[src/rtl/wb_burst_fetcher.sv]
// wb_burst_fetcher: Wishbone read master that streams a linear block of
// 32-bit words into an internal show-ahead FIFO using incrementing bursts.
// A burst starts only after the FIFO has room for all of its words.
//
// Ports:
//   clk_i, rst_i              clock, asynchronous active-high reset
//   wb_*_o / wb_*_i           Wishbone master (read only, linear bursts)
//   start_i, base_adr_i,      transfer request; base address and word count
//   nwords_i                  are sampled with start_i in IDLE
//   clear_i                   synchronous abort plus FIFO flush
//   busy_o, done_o            transfer in progress / last word pushed pulse
//   rd_en_i, rd_data_o,       consumer side of the FIFO (show-ahead)
//   empty_o, level_o
module wb_burst_fetcher #(
  parameter int unsigned BURST_LEN  = 8,
  parameter int unsigned FIFO_DEPTH = 32,
  parameter int unsigned NWORDS_W   = 16
) (
  input  logic                        clk_i,
  input  logic                        rst_i,
  output logic                        wb_cyc_o,
  output logic                        wb_stb_o,
  output logic                        wb_we_o,
  output logic [3:0]                  wb_sel_o,
  output logic [31:0]                 wb_adr_o,
  output logic [2:0]                  wb_cti_o,
  output logic [1:0]                  wb_bte_o,
  input  logic [31:0]                 wb_dat_i,
  input  logic                        wb_ack_i,
  output logic [31:0]                 wb_dat_o,
  input  logic                        start_i,
  input  logic [31:0]                 base_adr_i,
  input  logic [NWORDS_W-1:0]         nwords_i,
  input  logic                        clear_i,
  output logic                        busy_o,
  output logic                        done_o,
  input  logic                        rd_en_i,
  output logic [31:0]                 rd_data_o,
  output logic                        empty_o,
  output logic [$clog2(FIFO_DEPTH):0] level_o
);

  localparam int unsigned PTR_W  = $clog2(FIFO_DEPTH);
  localparam int unsigned LVL_W  = PTR_W + 1;
  localparam int unsigned BEAT_W = $clog2(BURST_LEN) + 1;

  localparam logic [2:0] CTI_CLASSIC = 3'b000;
  localparam logic [2:0] CTI_INCR    = 3'b010;
  localparam logic [2:0] CTI_END     = 3'b111;

  typedef enum logic [1:0] {
    S_IDLE,
    S_WAIT_SPACE,
    S_BURST,
    S_FINISH
  } state_t;

  state_t              state_q;
  logic [31:0]         adr_q;
  logic [NWORDS_W-1:0] remaining_q;
  logic [BEAT_W-1:0]   beats_q;
  logic                cyc_q;
  logic [2:0]          cti_q;
  logic                busy_q;
  logic                done_q;

  logic [31:0]         mem_q [FIFO_DEPTH];
  logic [PTR_W-1:0]    wr_ptr_q, wr_ptr_d;
  logic [PTR_W-1:0]    rd_ptr_q, rd_ptr_d;
  logic [LVL_W-1:0]    count_q, count_d;
  logic [31:0]         head_q, head_d;
  logic                empty_q;

  logic [BEAT_W-1:0]   burst_len;
  logic                space_ok;
  logic                push;
  logic                pop;

  // Length of the next burst and whether the FIFO can absorb all of it.
  assign burst_len = (remaining_q < NWORDS_W'(BURST_LEN)) ? BEAT_W'(remaining_q)
                                                          : BEAT_W'(BURST_LEN);
  assign space_ok  = (LVL_W'(FIFO_DEPTH) - count_q) >= LVL_W'(burst_len);

  // cyc is only high in BURST, so an ack outside a burst is never pushed.
  assign push = (state_q == S_BURST) && wb_ack_i && !clear_i;
  assign pop  = rd_en_i && !empty_q && !clear_i;

  // Transfer control FSM.
  always_ff @(posedge clk_i or posedge rst_i) begin
    if (rst_i) begin
      state_q     <= S_IDLE;
      adr_q       <= '0;
      remaining_q <= '0;
      beats_q     <= '0;
      cyc_q       <= 1'b0;
      cti_q       <= CTI_CLASSIC;
      busy_q      <= 1'b0;
      done_q      <= 1'b0;
    end else if (clear_i) begin
      state_q <= S_IDLE;
      beats_q <= '0;
      cyc_q   <= 1'b0;
      cti_q   <= CTI_CLASSIC;
      busy_q  <= 1'b0;
      done_q  <= 1'b0;
    end else begin
      done_q <= 1'b0;
      case (state_q)
        S_IDLE: begin
          if (start_i) begin
            adr_q       <= base_adr_i & ~32'h3;
            remaining_q <= nwords_i;
            busy_q      <= 1'b1;
            state_q     <= (nwords_i == '0) ? S_FINISH : S_WAIT_SPACE;
          end
        end
        S_WAIT_SPACE: begin
          if (space_ok) begin
            cyc_q   <= 1'b1;
            beats_q <= burst_len;
            cti_q   <= (burst_len == BEAT_W'(1)) ? CTI_END : CTI_INCR;
            state_q <= S_BURST;
          end
        end
        S_BURST: begin
          if (wb_ack_i) begin
            adr_q       <= adr_q + 32'd4;
            remaining_q <= remaining_q - NWORDS_W'(1);
            beats_q     <= beats_q - BEAT_W'(1);
            if (beats_q == BEAT_W'(1)) begin
              cyc_q   <= 1'b0;
              cti_q   <= CTI_CLASSIC;
              state_q <= (remaining_q == NWORDS_W'(1)) ? S_FINISH : S_WAIT_SPACE;
            end else if (beats_q == BEAT_W'(2)) begin
              // Next beat is the last one of this burst.
              cti_q <= CTI_END;
            end
          end
        end
        S_FINISH: begin
          done_q  <= 1'b1;
          busy_q  <= 1'b0;
          state_q <= S_IDLE;
        end
        default: state_q <= S_IDLE;
      endcase
    end
  end

  // FIFO next-state; the head register tracks mem[rd_ptr] one cycle ahead,
  // bypassing the write data when the new head is the slot being written.
  always_comb begin
    wr_ptr_d = wr_ptr_q + PTR_W'(push);
    rd_ptr_d = rd_ptr_q + PTR_W'(pop);
    count_d  = count_q + LVL_W'(push) - LVL_W'(pop);
    if (clear_i) begin
      wr_ptr_d = '0;
      rd_ptr_d = '0;
      count_d  = '0;
    end
    if (count_d == '0) begin
      head_d = '0;
    end else if (push && (rd_ptr_d == wr_ptr_q)) begin
      head_d = wb_dat_i;
    end else begin
      head_d = mem_q[rd_ptr_d];
    end
  end

  // FIFO storage, no reset needed.
  always_ff @(posedge clk_i) begin
    if (push) begin
      mem_q[wr_ptr_q] <= wb_dat_i;
    end
  end

  // FIFO pointers, occupancy and registered head.
  always_ff @(posedge clk_i or posedge rst_i) begin
    if (rst_i) begin
      wr_ptr_q <= '0;
      rd_ptr_q <= '0;
      count_q  <= '0;
      head_q   <= '0;
      empty_q  <= 1'b1;
    end else begin
      wr_ptr_q <= wr_ptr_d;
      rd_ptr_q <= rd_ptr_d;
      count_q  <= count_d;
      head_q   <= head_d;
      empty_q  <= (count_d == '0);
    end
  end

  // A push into a full FIFO means the space reservation is broken.
  assert property (@(posedge clk_i) disable iff (rst_i)
                   !(push && (count_q == LVL_W'(FIFO_DEPTH))));

  assign wb_cyc_o  = cyc_q;
  assign wb_stb_o  = cyc_q;
  assign wb_we_o   = 1'b0;
  assign wb_sel_o  = 4'b1111;
  assign wb_adr_o  = adr_q;
  assign wb_cti_o  = cti_q;
  assign wb_bte_o  = 2'b00;
  assign wb_dat_o  = '0;
  assign busy_o    = busy_q;
  assign done_o    = done_q;
  assign rd_data_o = head_q;
  assign empty_o   = empty_q;
  assign level_o   = count_q;

endmodule

[config.mk]
export PLATFORM = sky130hd
export DESIGN_NAME = wb_burst_fetcher
export DESIGN_NICKNAME = d
export VERILOG_FILES = /design/src/rtl/wb_burst_fetcher.sv
export SDC_FILE = /design/constraint.sdc
export NUM_CORES = 2
export LEC_CHECK = 0
export BUFFER_PORTS_ARGS = -buffer_cell sky130_fd_sc_hd__buf_2
export CAP_MARGIN = 30
export CORE_MARGIN = 3
export CORE_UTILIZATION = 50
export DETAILED_ROUTE_END_ITERATION = 16
export PLACE_DENSITY_LB_ADDON = 0.05
export SYNTH_ARGS = -nofsm -noshare
export SYNTH_HDL_FRONTEND = slang
export SYNTH_SLANG_ARGS = --single-unit
[constraint.sdc]
create_clock -name clk_i -period 8.95 [get_ports clk_i]
set_input_delay 0.895 -clock clk_i [delete_from_list [all_inputs] [get_ports clk_i]]
set_output_delay 0.895 -clock clk_i [all_outputs]
set_load 0.03 [all_outputs]
After elaboration in Yosys (flattened, before gate mapping)

Memories as Yosys holds them, arrays and structs flattened.
Cells that the tools add are included.

Flip-flop bits (word level): 109
Bits in latches: 0
Memory bits (writable): 1,024
Memory bits (read-only): 0
Input bits: 86
Output and inout bits: 117
Logic and storage cells: 102
Memories kept: 1

Memories:

| name  | depth | bits a word | read ports | clocked after Yosys merged registers in | wr ports | RTL line | source |
|---|---|---|---|---|---|---|---|
| mem_q | 32    | 32          | 1          | 0                                       | 1        | 67       | `logic [31:0] mem_q [FIFO_DEPTH];` |

$add $sub $neg: 8
$mul: 0
Div/mod/pow operators: 0
$lt $le $gt $ge: 2
Eq/ne operators: 15
Shifts and indexed selects: 0
Mux-type cells: 43
Bitwise operators: 1
Reductions and logical operators: 19

Operators by type and width:

| operator                                                    | count |
|---|---|
| 2-to-1 mux 32 bit                                           | 4 |
| one-hot mux 32 bit (2 select lines)                         | 1 |
| adder 32 x 3 -> 32 bit, second input constant               | 1 |
| 2-to-1 mux 16 bit                                           | 2 |
| one-hot mux 16 bit (2 select lines)                         | 1 |
| 2-to-1 mux 3 bit                                            | 6 |
| equality test 16 x 1 -> 1 bit, second input constant        | 1 |
| zero test 16 bit                                            | 1 |
| less-than comparator 16 x 4 -> 1 bit, second input constant | 1 |
| 2-to-1 mux 4 bit                                            | 4 |
| AND reduction 4 bit                                         | 4 |
| subtractor 16 x 1 -> 16 bit, second input constant          | 1 |
| 2-to-1 mux 2 bit                                            | 7 |
| adder 5 x 1 -> 5 bit                                        | 2 |
| 2-to-1 mux 1 bit                                            | 10 |
| 2-to-1 mux 5 bit                                            | 2 |
| != test 3 bit, second input constant                        | 3 |
| equality test 4 x 1 -> 1 bit, second input constant         | 2 |
| one-hot mux 2 bit (4 select lines)                          | 1 |
| one-hot mux 4 bit (2 select lines)                          | 1 |
| adder 6 x 1 -> 6 bit                                        | 1 |
| >= comparator 6 x 4 -> 1 bit                                | 1 |
| zero test 6 bit                                             | 1 |
| 2-to-1 mux 6 bit                                            | 1 |
| other kinds (20)                                            | 29 |

Logic depth before layout (Yosys ltp)

Depth after elaboration: 9
Mapped depth: 19
Gate-level depth less buffers: 13

Least setup slack after synthesis

OpenSTA, ideal clock, no wires.

Kind: input to register
Start: input clear_i
End: register head_q[10], in the netlist rd_data_o[10]
Setup time: 99 ps
Data arrival time: 4,128 ps
Required time: 8,851 ps
Slack: 4,722 ps
Stages on the path: 18
Path through: buf_4 buf_4 buf_2 buf_2 buf_2 buf_1 nor3b_1 ha_1 ha_1 clkbuf_1 nor4bb_1 a31oi_1 o32ai_1 nand4_1 or2_1 buf_2 buf_4 a311oi_1

Cells in the longest elaborated chain, start to end: 8
Elaborated cells between the ends (all ways): 14

RTL lines:

| what                                                                         | RTL line | source |
|---|---|---|
| start: declaration                                                           | 34       | `input logic clear_i,` |
| parallel branches: the longest is 7 deep, another holds adder 6 x 1 -> 6 bit | --       |  |
| 2-to-1 mux 32 bit *                                                          | 161      | `if (count_d == '0) begin` |
| net head_d[10]                                                               | 71       | `logic [31:0] head_q, head_d;` |
| end signal: assignment                                                       | 183      | `head_q <= '0;` |
| end signal: assignment                                                       | 189      | `head_q <= head_d;` |
| end: declaration                                                             | 71       |  |

Mark *: on every way through the listed nets, which the timed path passes.
A chain may end at the register's enable or synchronous reset.

Final worst setup path

Start: input clear_i
End: register head_q[20], in the netlist rd_data_o[20]

Same word-level chain as after synthesis.

==> flow_metrics.env <==
export IMPL_drt_total_wl_mm=129
export IMPL_cts_tree="yes"
export IMPL_hold_buffers=0
export IMPL_post_cts_buffers=0
export IMPL_cts_resized=0
export IMPL_final_common_cell="edfxtp_1"
export IMPL_end_kind="flip-flop"
export IMPL_arrival_ns=5.38
export IMPL_required_ns=9.49
export IMPL_worstMarginPinSlew_ns=1.05
export IMPL_die_area_mm2=0.0996
export IMPL_drc_errors=0
export IMPL_num_vias=28700
export IMPL_grtUsageTotal_pct=25.7
export IMPL_htree_levels=3
export IMPL_grt_first_pass_wirelength_mm=188
export IMPL_syn_inst=3157
export IMPL_n_antenna_cell=0
export IMPL_syn2layout_area_growth_pct=12.3
export IMPL_cp_top_family="simple AND/OR/NAND/NOR gates"
export IMPL_setup_viol=0
export IMPL_finalNetCount=3382
export IMPL_grt_max_degree=169
export IMPL_status="complete, no violations"
export IMPL_ant_nets=0
export IMPL_worstPathMaxFanout=81
export IMPL_whs_ns=0.300
export IMPL_fin_crit_sh_pct=54.1
export IMPL_place_hpwl_mm=68.1
export IMPL_ys_ff_latch=1130
export IMPL_timing_critical_path_buf_inv=3
export IMPL_p_leak_nw=17.5
export IMPL_io_buffers=159
export IMPL_synth_edf_count=1024
export IMPL_ys_warn_count=0
export IMPL_period_needed_ns=4.84
export IMPL_critPathMaxStageDelay_ns=0.62
export IMPL_setup_ws_ns=4.11
export IMPL_fmax_mhz=207
export IMPL_peakVddDrop_uv=212
export IMPL_rows=112
export IMPL_die_h_um=316
export IMPL_coreArea_mm2=0.0942
export IMPL_drt_initial_drc_count=2802
export IMPL_slew_headroom_pct=29.9
export IMPL_ys_seq_area_share_pct=69.7
export IMPL_synth_top_area_share_pct=64.2
export IMPL_hold_viol_final=0
export IMPL_fin_skew_ns=0.0198
export IMPL_yosysTopAreaCell="edfxtp_1"
export IMPL_clock_sinks=1130
export IMPL_start_kind="input pin"
export IMPL_synth_async_reset_ratio_pct=9.38
export IMPL_hold_path_class="in2async"
export IMPL_rsz0062_at_grt="no"
export IMPL_clk_latency_ns=0.70
export IMPL_crit_type="in2reg"
export IMPL_path_cells="buf_8, nor3b_1, ha_4, ha_1, nand2_4, inv_4, buf_4, a2111oi_0, nor3_1, nor3_1, a311oi_1"
export IMPL_crit_top_cell="nor3_1"
export IMPL_cp_slowest_cell="nor3b_1"
export IMPL_wire_per_inst_um=27.8
export IMPL_finalSetupTns_ns=0
export IMPL_cts_inserted_buffers=119
export IMPL_die_width_um=316
export IMPL_cap_violations=0
export IMPL_synth_avg_cell_area_um2=15.2
export IMPL_slew_violations=0
export IMPL_dr_pass1_iters=6
export IMPL_layout_common_cells="1024 x edfxtp_1, 202 x nor3_1, 162 x nor2b_1, 162 x mux2i_1, 158 x buf_2"
export IMPL_fin_area_mm2=0.0538
export IMPL_final_layout_size_suffix_gt1_share_pct=17.0
export IMPL_post_place_ws_ns=3.30
export IMPL_clock_path_buffers=3
export IMPL_placed_cell_area_mm2=0.0501
export IMPL_syn_area_mm2=0.0479
export IMPL_cts_root_buffer="clkbuf_16"
export IMPL_grt_pass1_vias=28200
export IMPL_globalplace_congestion=0.826
export IMPL_antenna_found_initial=1
export IMPL_synth_area_top_cells="edfxtp_1 64%, mux4_2 5.9%, dfrtp_1 5.5%"
export IMPL_start_util_pct=50.9
export IMPL_synthFlopType="edfxtp_1"
export IMPL_cts_clk_slew_worst_paths_ns=0.06
export IMPL_overflow=0
export IMPL_vias_per_cell=6.19
export IMPL_power_density_mw_per_mm2=240
export IMPL_ios=203
export IMPL_ys_types=72
==> cells by family (layout without fill, tap and decap cells) <==
kind of cell             Yosys count  in the layout  synth area share (%)
AO/OA/AOI/OAI                    508            508                  7.21
XOR/XNOR                          19             19                 0.347
adder cells (fa/ha/maj)           25             25                 0.668
buffers and inverters            295            476                  2.99
flip-flops                      1130           1130                  69.7
multiplexers                     292            292                  9.40
other                              2             41                0.0157
AND/OR/NAND/NOR                  886            886                  9.68
==> flip-flops by register name (all words and copies together), names as in the netlist <==
name,cells
beats_q,4
busy_o,1
done_o,1
empty_o,1
level_o,6
mem_q,1024
rd_data_o,32
rd_ptr_q,5
remaining_q,16
state_q,2
wb_adr_o,30
wb_cti_o,2
wb_cyc_o,1
wr_ptr_q,5
==> metal layers <==
metal / global-route usage, % / wire, um
met5: 0 / 0
met4: 8.57 / 4330
met3: 3.41 / 8130
met2: 43.3 / 63900
met1: 34.8 / 52500
==> report_power, final <==
| group | leakage (nW) | switching [mW] | internal, mW |
|---|---|---|---|
| clock network | 1.79 | 2.02 | 2.64 |
| logic | 5.15 | 1.34 | 0.742 |
| registers | 10.5 | 0.233 | 5.94 |
| total | 17.5 | 3.59 | 9.32 |
==> path summary, 6_finish.rpt <==
path,startpoint,to,slack [ns],cells past startpoint
setup / recovery,clear_i,rd_data_o[20]$_DFF_PP0_,4.11,11
hold / removal,rst_i,wb_adr_o[23]$_DFFE_PP0P_,0.30,2
hold reg to reg,wb_adr_o[20]$_DFFE_PP0P_,wb_adr_o[20]$_DFFE_PP0P_,0.54,1
min in group clk_i,base_adr_i[2],wb_adr_o[2]$_DFFE_PP0P_,0.42,3
setup reg to reg,empty_o$_DFF_PP1_,rd_data_o[20]$_DFF_PP0_,4.27,10
max in group asynchronous,rst_i,empty_o$_DFF_PP1_,7.63,4
==> through the flow <==
stage	util, %	std cells	total power, mW
3_5_place_dp	53.2	4401	8.35
6_report	57.2	4631	12.9
3_3_place_gp	53.1	4400	8.29
4_1_cts	57.1	4628	13.0
5_1_grt	57.2	4631	13.4
2_1_floorplan	-	3196	7.68
==> layout make-up <==
cell class                 count  area [um^2]
sequential                  1130        33400
timing repair buffer         228         1460
fill                        7451        40300
clock inverter                59          438
inverter                      21         83.8
clock buffer                 168         3250
tap                         1254         1570
multi-input combinational   1771        13600
==> synthesized netlist by cell type, drive strengths merged, types with 52 or more instances <==
cell type and number:
edfxtp 1024, nor3 202, nor2 167, nor2b 163
mux2i 162, a21oi 155, clkbuf 146, buf 128
mux4 126, nand2 116, dfrtp 105, o21ai 81
nand3b 67, nand2b 65, a2111oi 62, nand3 52
No activity file was read; power rests on OpenSTA's default activity.
